**src/rtl/lc3_mem_pkg.sv**
```systemverilog
// rtl/lc3_mem_pkg.sv - shared encodings and defaults for the LC-3 memory arbiter
package lc3_mem_pkg;

  // Sequencer states; the encoding is fixed so other blocks can decode it.
  typedef enum logic [1:0] {
    ST_IDLE   = 2'b00,
    ST_ACCESS = 2'b01,
    ST_DONE   = 2'b10
  } state_t;

  // Requester identifiers, also the encoding of the round-robin "last" flag.
  localparam logic OWN_FETCH = 1'b0;
  localparam logic OWN_DATA  = 1'b1;

  // Default LC-3 address and data widths.
  localparam int DEF_AW = 16;
  localparam int DEF_DW = 16;

endpackage

```
**src/rtl/lc3_rr_pick.sv**
```systemverilog
// rtl/lc3_rr_pick.sv - two-way round-robin pick between fetch and data requests
module lc3_rr_pick
  import lc3_mem_pkg::*;
(
  input  logic f_req,
  input  logic d_req,
  input  logic last,
  output logic grant,
  output logic owner
);

  // A lone request wins outright; on a tie the requester not served last wins.
  always_comb begin
    grant = f_req | d_req;
    owner = OWN_FETCH;
    if (f_req && d_req) begin
      owner = (last == OWN_FETCH) ? OWN_DATA : OWN_FETCH;
    end else if (d_req) begin
      owner = OWN_DATA;
    end
  end

endmodule

```
**src/rtl/lc3_mem_arbiter.sv**
```systemverilog
// rtl/lc3_mem_arbiter.sv - shares the LC-3 memory port between fetch and data paths
module lc3_mem_arbiter
  import lc3_mem_pkg::*;
#(
  parameter int MEM_LAT = 2,
  parameter int AW      = DEF_AW,
  parameter int DW      = DEF_DW
) (
  input  logic          clock,
  input  logic          reset,
  input  logic          f_req,
  input  logic [AW-1:0] f_addr,
  input  logic          d_req,
  input  logic          d_we,
  input  logic [AW-1:0] d_addr,
  input  logic [DW-1:0] d_wdata,
  output logic          f_complete,
  output logic          d_complete,
  output logic [DW-1:0] rdata,
  output logic          busy,
  output logic          mem_en,
  output logic          mem_we,
  output logic [AW-1:0] mem_addr,
  output logic [DW-1:0] mem_wdata,
  input  logic [DW-1:0] mem_rdata
);

  // Counter reload: ACCESS lasts cnt+1 cycles, so load one less than the latency.
  localparam logic [3:0] CNT_LOAD = 4'(MEM_LAT - 1);

  state_t        state_q, state_d;
  logic [3:0]    cnt_q, cnt_d;
  logic          last_q, last_d;
  logic          owner_q, owner_d;

  logic          f_complete_d;
  logic          d_complete_d;
  logic [DW-1:0] rdata_d;
  logic          busy_d;
  logic          mem_en_d;
  logic          mem_we_d;
  logic [AW-1:0] mem_addr_d;
  logic [DW-1:0] mem_wdata_d;

  logic          pick_grant;
  logic          pick_owner;

  lc3_rr_pick u_pick (
    .f_req (f_req),
    .d_req (d_req),
    .last  (last_q),
    .grant (pick_grant),
    .owner (pick_owner)
  );

  // Next-state and next-output logic; every output is registered from these.
  always_comb begin
    state_d      = state_q;
    cnt_d        = cnt_q;
    last_d       = last_q;
    owner_d      = owner_q;
    f_complete_d = 1'b0;
    d_complete_d = 1'b0;
    rdata_d      = rdata;
    busy_d       = busy;
    mem_en_d     = mem_en;
    mem_we_d     = mem_we;
    mem_addr_d   = mem_addr;
    mem_wdata_d  = mem_wdata;

    case (state_q)
      ST_IDLE: begin
        busy_d   = 1'b0;
        mem_en_d = 1'b0;
        mem_we_d = 1'b0;
        if (pick_grant) begin
          state_d  = ST_ACCESS;
          owner_d  = pick_owner;
          last_d   = pick_owner;
          cnt_d    = CNT_LOAD;
          busy_d   = 1'b1;
          mem_en_d = 1'b1;
          if (pick_owner == OWN_DATA) begin
            mem_we_d    = d_we;
            mem_addr_d  = d_addr;
            mem_wdata_d = d_wdata;
          end else begin
            // Instruction fetch is always a read.
            mem_we_d    = 1'b0;
            mem_addr_d  = f_addr;
            mem_wdata_d = '0;
          end
        end
      end

      ST_ACCESS: begin
        if (cnt_q == 4'd0) begin
          state_d  = ST_DONE;
          mem_en_d = 1'b0;
          mem_we_d = 1'b0;
          // Read data is valid in the last enable cycle; writes keep rdata.
          if (!mem_we) begin
            rdata_d = mem_rdata;
          end
          if (owner_q == OWN_FETCH) begin
            f_complete_d = 1'b1;
          end else begin
            d_complete_d = 1'b1;
          end
        end else begin
          cnt_d = cnt_q - 4'd1;
        end
      end

      ST_DONE: begin
        state_d = ST_IDLE;
        busy_d  = 1'b0;
      end

      default: begin
        state_d  = ST_IDLE;
        busy_d   = 1'b0;
        mem_en_d = 1'b0;
        mem_we_d = 1'b0;
      end
    endcase
  end

  // State and output registers; reset abandons any access immediately.
  always_ff @(posedge clock or posedge reset) begin
    if (reset) begin
      state_q    <= ST_IDLE;
      cnt_q      <= 4'd0;
      last_q     <= OWN_DATA;
      owner_q    <= OWN_FETCH;
      f_complete <= 1'b0;
      d_complete <= 1'b0;
      rdata      <= '0;
      busy       <= 1'b0;
      mem_en     <= 1'b0;
      mem_we     <= 1'b0;
      mem_addr   <= '0;
      mem_wdata  <= '0;
    end else begin
      state_q    <= state_d;
      cnt_q      <= cnt_d;
      last_q     <= last_d;
      owner_q    <= owner_d;
      f_complete <= f_complete_d;
      d_complete <= d_complete_d;
      rdata      <= rdata_d;
      busy       <= busy_d;
      mem_en     <= mem_en_d;
      mem_we     <= mem_we_d;
      mem_addr   <= mem_addr_d;
      mem_wdata  <= mem_wdata_d;
    end
  end

endmodule
```
**config.mk**
```make
export PLATFORM = sky130hd
export DESIGN_NAME = lc3_mem_arbiter
export DESIGN_NICKNAME = d
export VERILOG_FILES = /design/src/rtl/lc3_mem_pkg.sv /design/src/rtl/lc3_rr_pick.sv /design/src/rtl/lc3_mem_arbiter.sv
export SDC_FILE = /design/constraint.sdc
export NUM_CORES = 1
export LEC_CHECK = 0
export BUFFER_PORTS_ARGS = -buffer_cell sky130_fd_sc_hd__buf_4
export CAP_MARGIN = 5
export CORE_MARGIN = 2
export CORE_UTILIZATION = 46
export DETAILED_ROUTE_END_ITERATION = 10
export PLACE_DENSITY = 0.8
export SYNTH_ARGS = -nofsm -noshare
export SYNTH_HDL_FRONTEND = slang
export SYNTH_HIERARCHICAL = 1
export SYNTH_SLANG_ARGS = --single-unit
```
**constraint.sdc**
```tcl
create_clock -name clock -period 2.4 [get_ports clock]
set_clock_uncertainty 0.2 [all_clocks]
set_input_delay 0 -clock clock [delete_from_list [all_inputs] [get_ports clock]]
set_output_delay 0 -clock clock [all_outputs]
set_load 0.02 [all_outputs]
```
==> run summary, run 1 <==
Antenna Nets Post-Route = 0
DRC = 0
Clock slew at reported path FFs = 70 ps
Leading area contributor after synthesis = dfrtp_1
CTS tree = yes
Final core occ = 81.83%
Root Buffer = clkbuf_8
RSZ-0062 raised after global routing = false
Uppermost layer routed = met4
Metal-1 WL = 2664 um
Clock buffer depth = 2
Max FO, Critical Path = 34
Sink Count = 61
Synthesized flop and latch total = 61
Chip height = 78.49 um
Worst-path cell chain = a21boi_4 -> buf_4 -> mux2i_1 -> dlygate4sd3_1 -> o21ai_0
Worst hold margin = 92.63 ps
Synth top area share = 58.82%
CP arrival = 2210 ps
Wirelength per Cell = 14.58 um
FF/Latch Area = 0.001528 sq mm
DIE WIDTH = 78.49 um
Max-Cap Viols = 0
Buf+Inv Stages, Crit Path = 2
Crit path time final = 2251 ps
Placed cell count = 410
Hpwl dp = 4189 um
Status = completed
1st-iter DRT viols = 91
Core footprint = 0.005439 sq mm
Post-synth net total = 297
YS warnings = 6
PD cells = 1190 mW/mm^2
Global route total overflow = 0
Global Route Usage Sum = 25.34%
Non-Filler Instances = 494
Vias in the first global route = 2635
WL met3 = 318 um
Die area = 0.006161 sq mm
Synth Instances = 226
CP endpoint kind = flip-flop
Mapped cell area = 0.002552 sq mm
# diodes = 0
Maximum resistive drop on vdd = 0.7919 mV
I/O Pins = 122
Via count = 2390
Slew @ Worst Pin = 930.1 ps
Final wirelength = 7201 um
Fin. Hold Viols = 0
Final net count = 488
Max_slew headroom = 37.99%
Slowest Stage Delay on Critical Path = 580 ps
LEAKAGE = 2.258 nW
Syn avg cell area = 11.29 sq um
Gates resized, CTS repair = 0
Layout cells sized above 1 = 39.10%
CP Class = flip-flop to flip-flop
First-pass GRT wire length = 11940 um
Hold Path Cell Cnt = 5
Total Neg Setup Slack = 0 ps
Pin count of the biggest net entering global routing = 53
Library cells used by synthesis = 31
Initial core utilization = 46.93%
FILL cells = 317
Hold Crit Class = primary input to flip-flop
Cell Rows = 27
CTS H-Tree Depth = 3
Period utilization = 93.79%
Final Wtd Congestion = 0.8078
Multi-input gate area = 950.9 sq um
Area grow syn2layout = 74.36%
Metal2 WL = 4003 um
CP Launch Type = flip-flop
Final slew viol count = 0
Vias/cell = 4.838
Cell at the slowest stage of the critical path = dlygate4sd3_1
Top delay family on crit path = buffers and inverters
Cell count along the critical path = 5
Fmax achieved = 444.2 MHz
Initial antenna violation count = 0
Critical Path RT = 2360 ps
Buffers on Ports = 121
Synth top area cells = dfrtp_1, mux2_2, nand2_1
Final setup vio count = 0
Seq/Total Area, Yosys = 59.85%
Power, Total = 0.005297 W
R2R depth = 5
Cts bufs inserted = 9
TritonRoute pass-1 iters = 4
Clock Latency Late Sink = 320 ps
-- registers in the layout, summed over array words and instances, names as in the netlist --
| register | count |
|---|---|
| busy | 1 |
| cnt_q | 4 |
| d_complete | 1 |
| f_complete | 1 |
| last_q | 1 |
| mem_addr | 16 |
| mem_en | 1 |
| mem_wdata | 16 |
| mem_we | 1 |
| owner_q | 1 |
| rdata | 16 |
| state_q | 2 |
-- routing by layer --
layer | track usage, % | up-vias
met4 | 13.33 | 0
met2 | 46.12 | 84
li1 | - | 1144
met5 | 0 | -
met3 | 6.437 | 20
met1 | 26.85 | 1142
-- repair_timing --
item | CTS | global route
buffers inserted | 0 | 0
endpoints found under the hold margin | 78 | 0
hold buffers | 68 | 0
-- synth_stat cells (all sizes together) --
cell / number
dfrtp: 60
nand2: 53
mux2: 18
mux2i: 17
o21ai: 17
nand3: 16
buf: 7
clkbuf: 7
inv: 4
nor2: 4
ha: 2
nand2b: 2
nor3: 2
nor3b: 2
o211ai: 2
o31ai: 2
or3b: 2
a211oi: 1
a21boi: 1
a21o: 1
a32o: 1
and2: 1
dfstp: 1
or2: 1
or2b: 1
or3: 1
-- cells by family after synthesis --
group	after synthesis	synth area share (%)
buffers and inverters	18	3.333
multiplexers	35	14.61
AO/OA/AOI/OAI	25	5.784
AND/OR/NAND/NOR	85	15.44
flip-flops	61	59.85
adder cells (fa/ha/maj)	2	0.9802
-- layout make-up --
type	count	share of cell area, %
Inverter	4	0.3374
Multi-Input combinational cell	147	21.37
Tap cell	72	2.024
Clock inverter	4	2.137
Timing Repair Buffer	194	36.55
Sequential cell	61	34.33
Clock buffer	12	3.261
-- worst min-delay path: stages --
cell and delay, ps:
buf_4 100, a21boi_4 40, buf_4 270, nand3_1 120, nand2_1 50
-- where the power goes --
part	internal (W)	switching [W]
clock	0.000718	0.000383
combinational	0.00112	0.00128
sequential	0.00151	0.000289
total	0.00334	0.00196
-- metrics by stage --
stage	setup slack [ps]	cell area [sq um]
2_1_floorplan	327.9	2552
3_3_place_gp	365.0	3530
3_5_place_dp	293.8	3530
4_1_cts	192.9	4451
5_1_grt	29.11	4451
6_report	148.9	4451
-- cell usage in the layout, fill, tap and decap left out, types with 2 or more instances in the layout --
cell / instances
nand2b_1: 2
nand3_1: 16
mux2_2: 18
dlygate4sd3_1: 68
mux2i_1: 17
clkbuf_8: 10
ha_1: 2
inv_1: 3
nor2_1: 4
o211ai_1: 2
o21ai_0: 17
o31ai_1: 2
bufinv_16: 3
nand2_1: 53
dfrtp_1: 60
clkbuf_1: 2
buf_4: 126
-- final timing paths --
| check | endpoint | slack (ps) | from |
|---|---|---|---|
| max in group asynchronous | rdata[6]$_DFFE_PP0P_ | 1220 | reset |
| setup reg to reg | mem_addr[2]$_DFFE_PP0P_ | 150 | last_q$_DFFE_PP1P_ |
| setup / recovery | mem_addr[2]$_DFFE_PP0P_ | 150 | last_q$_DFFE_PP1P_ |
| hold / removal | mem_wdata[8]$_DFFE_PP0P_ | 90 | f_req |
| hold reg to reg | mem_wdata[8]$_DFFE_PP0P_ | 270 | mem_wdata[8]$_DFFE_PP0P_ |
| min in group asynchronous | mem_addr[12]$_DFFE_PP0P_ | 120 | reset |
Note: power is estimated with default switching activity, not from simulation.
==> run 2, diff against run 1 <==
--- a/config.mk
+++ b/config.mk
@@ -7,8 +7,9 @@
 export LEC_CHECK = 0
-export BUFFER_PORTS_ARGS = -buffer_cell sky130_fd_sc_hd__buf_4
 export CAP_MARGIN = 5
 export CORE_MARGIN = 2
-export CORE_UTILIZATION = 46
+export CORE_UTILIZATION = 55
 export DETAILED_ROUTE_END_ITERATION = 10
-export PLACE_DENSITY = 0.8
+export DONT_BUFFER_PORTS = 1
+export PLACE_DENSITY = 0.7
+export SKIP_CTS_REPAIR_TIMING = 1
 export SYNTH_ARGS = -nofsm -noshare
--- a/constraint.sdc
+++ b/constraint.sdc
@@ -4,2 +4,2 @@
 set_output_delay 0 -clock clock [all_outputs]
-set_load 0.02 [all_outputs]
+set_load 0.01 [all_outputs]
==> run 2 against run 1 <==
Net effect:
- design area decreased by 18%
- sequential cell count is the same
- global-route usage fell by 4.8 points
- utilization up 0.85 points
- critical endpoint unchanged
- largest cell class is now sequential cells
- largest power group is now sequential cells
==> run summary, run 2 (synthesis results as in run 1) <==
Status = completed
Core footprint = 0.004414 sq mm
Power, Total = 0.004087 W
Final Wtd Congestion = 0.7390
Final slew viol count = 0
Hold Crit Class = primary input to asynchronous set/reset pin
Fmax achieved = 417.4 MHz
Buffers on Ports = 0
Antenna Nets Post-Route = 0
CTS H-Tree Depth = 3
Clock buffer depth = 2
Global route total overflow = 0
Root Buffer = clkbuf_8
Final wirelength = 6883 um
Final setup vio count = 0
CP Launch Type = flip-flop
DIE WIDTH = 72.13 um
Vias in the first global route = 1744
1st-iter DRT viols = 100
Die area = 0.005202 sq mm
I/O Pins = 122
Post-Layout Inst Area = 0.003650 sq mm
Slew @ Worst Pin = 937.4 ps
Layout cells sized above 1 = 13.79%
Crit path time final = 2396 ps
PD cells = 1120 mW/mm^2
Critical Path RT = 2350 ps
Hpwl dp = 3564 um
Pin count of the biggest net entering global routing = 53
CP Class = flip-flop to flip-flop
Placed cell count = 268
Clock slew at reported path FFs = 70 ps
Sink Count = 61
Maximum resistive drop on vdd = 0.6868 mV
Cell Rows = 24
LEAKAGE = 1.677 nW
Commonest non-fill, non-tap cells in the layout = dlygate4sd3_1, dfrtp_1, nand2_1
Clock Latency Late Sink = 320 ps
CP endpoint kind = flip-flop
Non-Filler Instances = 371
Leading cell type in the layout, fill and taps excluded = dlygate4sd3_1
Global Route Usage Sum = 20.51%
First-pass GRT wire length = 8045 um
# diodes = 0
Period utilization = 99.82%
Worst hold margin = 99.12 ps
Cts bufs inserted = 9
CP arrival = 2340 ps
Reg2Reg Setup Slack = 4 ps
Total Neg Setup Slack = 0 ps
Via count = 2058
Vias/cell = 5.547
Dpl cell area = 0.002601 sq mm
Fin. Hold Viols = 0
CTS tree = yes
Final net count = 385
DRC = 0
Max FO, Critical Path = 18
TritonRoute pass-1 iters = 4
Max-Cap Viols = 0
Area grow syn2layout = 42.99%
Max_slew headroom = 37.50%
Wirelength per Cell = 18.55 um
FILL cells = 244
Largest registers = mem_addr (16), mem_wdata (16), rdata (16)
Initial antenna violation count = 0
Chip height = 72.13 um
Initial core utilization = 57.82%
## run 2: cell types whose count changed in the layout (fill, tap and decap cells not counted)
cell / before / now
clkinv_2: 1 / 3
buf_12: 0 / 1
clkbuf_1: 2 / 1
buf_4: 126 / 3
clkinvlp_4: 0 / 1
dlygate4sd3_1: 68 / 87
clkbuf_8: 10 / 11
bufinv_16: 3 / 0
## run 2: area by class of cell
type                       instances  area, sq um  area share (%)
multi-input combinational        147        950.9           26.05
clock buffer                      12        155.1           4.251
tap                               52        65.06           1.783
timing repair buffer              91        913.4           25.03
sequential                        61         1528           41.86
clock inverter                     4        22.52          0.6171
inverter                           4        15.01          0.4114
## run 2: final timing paths
kind                                             to               start  depth (start not counted)
setup / recovery            mem_addr[2]$_DFFE_PP0P_  last_q$_DFFE_PP1P_                          5
hold / removal                 f_complete$_DFF_PP0_               reset                          3
min in group clock         mem_addr[14]$_DFFE_PP0P_               d_req                          4
max in group asynchronous  mem_addr[12]$_DFFE_PP0P_               reset                          3
setup reg to reg            mem_addr[2]$_DFFE_PP0P_  last_q$_DFFE_PP1P_                          5
hold reg to reg                  last_q$_DFFE_PP1P_  last_q$_DFFE_PP1P_                          2
## run 2: where the power goes
part	switching [W]	leakage (nW)	internal [W]
clock network	0.000374	0.0921	0.000426
registers	0.000548	0.761	0.00151
logic	0.000622	0.823	0.000611
## run 2: worst max-delay path: stages, from the launching register on
cell           delay [ps]
dfstp_2               380
a21boi_4              470
buf_12                250
mux2i_1               240
dlygate4sd3_1         580
o21ai_0                90
## run 2: per-stage QoR
stage | setup WS, ps | util, %
global placement | 393.3 | 58.93
detailed placement | 257.9 | 58.93
floorplan | 327.9 | -
CTS | 248.2 | 62.95
finish | 4.402 | 82.68
global route | -77.53 | 82.68
## run 2: layer usage
metal  vias to the layer above  GRT usage [%]  part of all wire (%)
li1                        939              -                     -
met1                      1015          23.13                    36
met2                        90          35.07                    55
met3                        14          6.389                   6.6
met4                         0          10.27                   2.1
met5                         -              0                     0
